**src/rtl/stack_seq.sv**
```systemverilog
// Stack transfer sequencer: one 16-bit PUSH/POP becomes two byte memory cycles
// with SP inc/dec commands. Optional bounds checking under STACK_SEQ_BOUNDS_EN.
module stack_seq #(
  parameter logic [2:0] SP_SEL_HOLD = 3'd0,
  parameter logic [2:0] SP_SEL_INCR = 3'd1,
  parameter logic [2:0] SP_SEL_DECR = 3'd2
`ifdef STACK_SEQ_BOUNDS_EN
  ,
  parameter logic [15:0] STACK_LOW  = 16'hC000,
  parameter logic [15:0] STACK_HIGH = 16'hFFFE
`endif
) (
  input  logic        clock,
  input  logic        reset,
  input  logic        req_valid,
  input  logic        req_pop,
  input  logic [15:0] req_data,
  output logic        req_ready,
  input  logic [15:0] sp,
  output logic [2:0]  sp_sel,
  output logic [15:0] mem_addr,
  output logic [7:0]  mem_wdata,
  output logic        mem_rd,
  output logic        mem_wr,
  input  logic        mem_ready,
  input  logic [7:0]  mem_rdata,
  output logic        rsp_valid,
  output logic [15:0] rsp_data,
  output logic        stack_fault
);

  typedef enum logic [2:0] {
    IDLE    = 3'd0,
    PUSH_HI = 3'd1,
    PUSH_LO = 3'd2,
    POP_LO  = 3'd3,
    POP_HI  = 3'd4
  } state_t;

  typedef struct packed {
    logic        valid;
    logic [15:0] data;
  } rsp_t;

  state_t      state, state_nxt;
  logic [15:0] wdata_q;
  logic [7:0]  lo_q;
  rsp_t        rsp_q;
  logic        accept;
  logic        reject;
  logic        take;

  assign accept = req_valid && req_ready;

`ifdef STACK_SEQ_BOUNDS_EN
  logic fault_q;

  // Limits are checked against the SP seen at accept, before any update.
  assign reject = accept && (req_pop ? (sp > (STACK_HIGH - 16'd2))
                                     : (sp < (STACK_LOW + 16'd2)));

  always_ff @(posedge clock or negedge reset) begin
    if (!reset) fault_q <= 1'b0;
    else        fault_q <= reject;
  end

  assign stack_fault = fault_q;
`else
  assign reject      = 1'b0;
  assign stack_fault = 1'b0;
`endif

  assign take = accept && !reject;

  always_ff @(posedge clock or negedge reset) begin
    if (!reset) state <= IDLE;
    else        state <= state_nxt;
  end

  always_comb begin
    state_nxt = state;
    case (state)
      IDLE:    if (take)      state_nxt = req_pop ? POP_LO : PUSH_HI;
      PUSH_HI: if (mem_ready) state_nxt = PUSH_LO;
      PUSH_LO: if (mem_ready) state_nxt = IDLE;
      POP_LO:  if (mem_ready) state_nxt = POP_HI;
      POP_HI:  if (mem_ready) state_nxt = IDLE;
      default:                state_nxt = IDLE;
    endcase
  end

  always_comb begin
    req_ready = (state == IDLE);
    sp_sel    = SP_SEL_HOLD;
    mem_addr  = 16'h0000;
    mem_wdata = 8'h00;
    mem_rd    = 1'b0;
    mem_wr    = 1'b0;
    case (state)
      IDLE: begin
        // PUSH pre-decrements so the first byte lands at SP-1.
        if (take && !req_pop) sp_sel = SP_SEL_DECR;
      end
      PUSH_HI: begin
        mem_wr    = 1'b1;
        mem_addr  = sp;
        mem_wdata = wdata_q[15:8];
        if (mem_ready) sp_sel = SP_SEL_DECR;
      end
      PUSH_LO: begin
        mem_wr    = 1'b1;
        mem_addr  = sp;
        mem_wdata = wdata_q[7:0];
      end
      POP_LO, POP_HI: begin
        mem_rd   = 1'b1;
        mem_addr = sp;
        if (mem_ready) sp_sel = SP_SEL_INCR;
      end
      default: ;
    endcase
  end

  always_ff @(posedge clock or negedge reset) begin
    if (!reset) begin
      wdata_q <= 16'h0000;
      lo_q    <= 8'h00;
      rsp_q   <= '0;
    end else begin
      if (take) wdata_q <= req_data;
      if (state == POP_LO && mem_ready) lo_q <= mem_rdata;
      rsp_q.valid <= mem_ready && (state == PUSH_LO || state == POP_HI);
      if (state == POP_HI && mem_ready) rsp_q.data <= {mem_rdata, lo_q};
    end
  end

  assign rsp_valid = rsp_q.valid;
  assign rsp_data  = rsp_q.data;

endmodule

```
**config.mk**
```make
export PLATFORM = sky130hd
export DESIGN_NAME = stack_seq
export DESIGN_NICKNAME = d
export VERILOG_FILES = /design/src/rtl/stack_seq.sv
export SDC_FILE = /design/constraint.sdc
export NUM_CORES = 1
export LEC_CHECK = 0
export ABC_AREA = 1
export BUFFER_PORTS_ARGS = -buffer_cell sky130_fd_sc_hd__buf_2
export CORE_MARGIN = 5
export CORE_UTILIZATION = 40
export CTS_CLUSTER_SIZE = 25
export DETAILED_ROUTE_END_ITERATION = 10
export PLACE_DENSITY = 0.7
export SYNTH_ARGS = -nofsm -noshare
export SYNTH_HDL_FRONTEND = slang
export SYNTH_SLANG_ARGS = --single-unit
```
**constraint.sdc**
```tcl
create_clock -name clock -period 1.8 [get_ports clock]
set_clock_uncertainty 0.2 [all_clocks]
set_input_delay 0.18 -clock clock [delete_from_list [all_inputs] [get_ports clock]]
set_output_delay 0.18 -clock clock [all_outputs]
set_load 0.1 [all_outputs]
```
==> summary.txt <==
Detailed routing
  • DR DRC count: 0
  • WL final: 6.720 mm
  • Via count: 2229
  • Starting DRT DRC Count: 129
  • Post-DRT Antenna Nets: 0
  • Pre-antenna DRT Iters: 4
  • WL/cell: 14.90 um
  • Drt via density: 4.942

STA
  • RSZ-0062 raised after global routing: true
  • Final Hold Vio Count: 0
  • Hold slack: 0.08370 ns
  • Worst slew margin: 0.6525
  • Final worst setup slack: -0.1649 ns
  • Final setup viols: 29
  • Fin crit share: 1.092
  • Worst-margin pin slew: 0.5212 ns
  • Peak Freq: roughly 500 MHz
  • Slew Viols, Final: 0
  • Final min period: 1.965 ns

Global routing
  • Largest net degree at the start of global routing: 25
  • Initial antenna violation count: 0
  • First-pass GRT wire length: between 10 and 15 mm
  • Gr usage total: 0.1978
  • Vias in the first global route: 2175
  • Grt total ovfl: 0

Critical path
  • RR Endpoint: state[1]
  • Cell breakdown of the critical path: inv_2, nand2_4, nor2_4, buf_6, a22o_4, buf_12
  • Worst r2r src: state[0]
  • Critical Path Start Type: flip-flop
  • WP data arrival: ~1.6 ns
  • FF-to-FF path depth: 10
  • Crit Path Max Fanout: 8
  • Critical path capture point type: output pin
  • Critical Path Max Stage Delay: about 0.39 ns
  • Worst reg2reg setup slack: 0.11 ns
  • Required @ worst endpoint: 1.42 ns
  • CP Class: flip-flop to output pin
  • Critical Path Slowest Stage Cell: dfrtp_1

Clock tree
  • Worst skew pair latency: between 0.2 and 0.3 ns
  • Root Driver: clkbuf_8
  • CTS Buf Count: 5
  • Clk slew on worst S/H paths: 0.08 ns
  • Clock sinks: 44
  • Deepest clock path buffer count: 2
  • H-tree depth: 2
  • CTS tree: yes

Cells and area
  • Layout Area Growth over Synthesis: 79.79%
  • Commonest non-fill, non-tap cell in the layout: nand2_1
  • Register area: around 1100 um^2
  • Commonest cells after routing, fill and taps aside: nand2_1 (91), buf_2 (61), dfrtp_1 (42)
  • Fillers: 361
  • Ant. Diodes: 0
  • Final #Nets: 425
  • Footprint of the multi-input gates: 975.9 um^2
  • Non-Filler Instances: 451
  • Share of cells above drive strength 1: 0.4514

Placement
  • Port bufs: 90
  • Post-placement cell count: approximately 410
  • RD Place Congestion: 0.7876
  • Hpwl dp: between 4 and 5 mm

Floorplan
  • Die Span Y: 81.91 um
  • Initial Util: 0.4075
  • Row cnt: 26
  • Full die area: roughly 6700 um^2
  • I/O pin count: a little over 90
  • Core Box Area: around 5100 um^2
  • Chip Width: ~82 um

Run status
  • Violated checks: negative setup slack
  • Outcome: finished with violations

Min path
  • Worst Hold End: state[2]
  • Hold_sp: mem_ready
  • Min-delay worst type: input pin to flip-flop
  • WHS Path Cells: 3

Yosys
  • Yosys cell types: 22
  • Synth Area per Inst: approximately 8.2 um^2
  • Seq/Total Area, Yosys: 0.5324
  • Yosys warns: 0
  • Seq cells post-synth: 44
  • Post-Syn Instances: 252
  • Post-Syn Area: 2068 um^2

Flow run
  • Max cap viols: 0
==> worst max-delay path by stage <==
stage / endpoint / cells after the start / from / slack (ns)
6_report: mem_wdata[3] / 6 / state[2] / -0.16
3_5_place_dp: mem_addr[13] / 5 / state[1] / 0.04
3_3_place_gp: mem_addr[11] / 5 / state[1] / 0.11
2_1_floorplan: sp_sel[0] / 4 / state[1] / -0.20
5_1_grt: mem_wdata[3] / 5 / state[0] / -0.23
4_1_cts: mem_addr[8] / 6 / state[1] / -0.11
==> Yosys cell counts <==
library cell | n | share of area
nor2_4 | 2 | 0.011
o22ai_2 | 1 | 0.0060
inv_4 | 1 | 0.0030
dfrtp_1 | 44 | 0.53
buf_6 | 2 | 0.011
buf_2 | 1 | 0.0024
nand2_4 | 1 | 0.0054
clkbuf_2 | 1 | 0.0024
nand2_1 | 105 | 0.19
conb_1 | 1 | 0.0018
nor2_2 | 2 | 0.0060
a21oi_1 | 1 | 0.0024
nand3_1 | 26 | 0.063
inv_2 | 2 | 0.0036
a22o_1 | 8 | 0.034
buf_4 | 4 | 0.015
clkbuf_1 | 5 | 0.0091
inv_1 | 20 | 0.036
nand2_2 | 3 | 0.0091
o21ai_0 | 20 | 0.048
or2_1 | 1 | 0.0030
nand3_2 | 1 | 0.0048
==> layout make-up <==
type                    count  share of cell area
flip-flops and latches     44              0.2968
well taps                  70             0.02355
inverters                  23             0.03499
multi-input cells         173              0.2624
repair buffers            133              0.3580
clock buffers               8             0.02423
==> logic make-up (layout without fill, tap and decap cells) <==
logic type	after synthesis	count (layout)	synth area share
DFF	44	44	0.5324
buffers and inverters	36	164	0.08227
and+or+nand+nor	141	141	0.2928
AOI/OAI and AO/OA	30	30	0.09074
other	1	2	0.001813
==> critical path, delay by kind of cell (launching register included) <==
kind	cells	cell delay, ns
compound gates	1	0.16
buf+inv	3	0.46
flops	1	0.39
simple gates	2	0.27
==> per-stage QoR <==
| stage | TNS [ns] | utilization | instance area (um^2) | worst slack, ns |
|---|---|---|---|---|
| after floorplan | -0.2818 | - | 2137 | -0.1984 |
| after global placement | 0 | 0.6151 | 3122 | 0.1143 |
| after detailed placement | 0 | 0.6151 | 3122 | 0.04062 |
| after CTS | -2.398 | 0.7091 | 3598 | -0.1052 |
| after global routing | -5.464 | 0.7327 | 3719 | -0.2298 |
| final | -3.407 | 0.7327 | 3719 | -0.1649 |
==> per-layer routing <==
layer | track usage | part of all wire | vias to the layer above
li1 | - | - | 1055
met1 | 0.2341 | 0.38 | 1069
met2 | 0.3578 | 0.53 | 93
met3 | 0.03618 | 0.071 | 12
met4 | 0.06645 | 0.018 | 0
met5 | 0 | 0 | -
==> flip-flops by register name, summed over array words and instances (netlist names) <==
register / flops
rsp_data: 16
wdata_q: 16
lo_q: 8
state: 3
rsp_valid: 1
==> repair_timing <==
action	CTS	global route
setup buffers	6	3
resized for setup	26	24
pin swaps	3	3
hold buffers	25	0
hold endpoints to repair	52	0
endpoints found under the setup margin	28	32
Power is not shown: default switching activity piles up to over one toggle a cycle in this logic, so the estimate is an artifact.
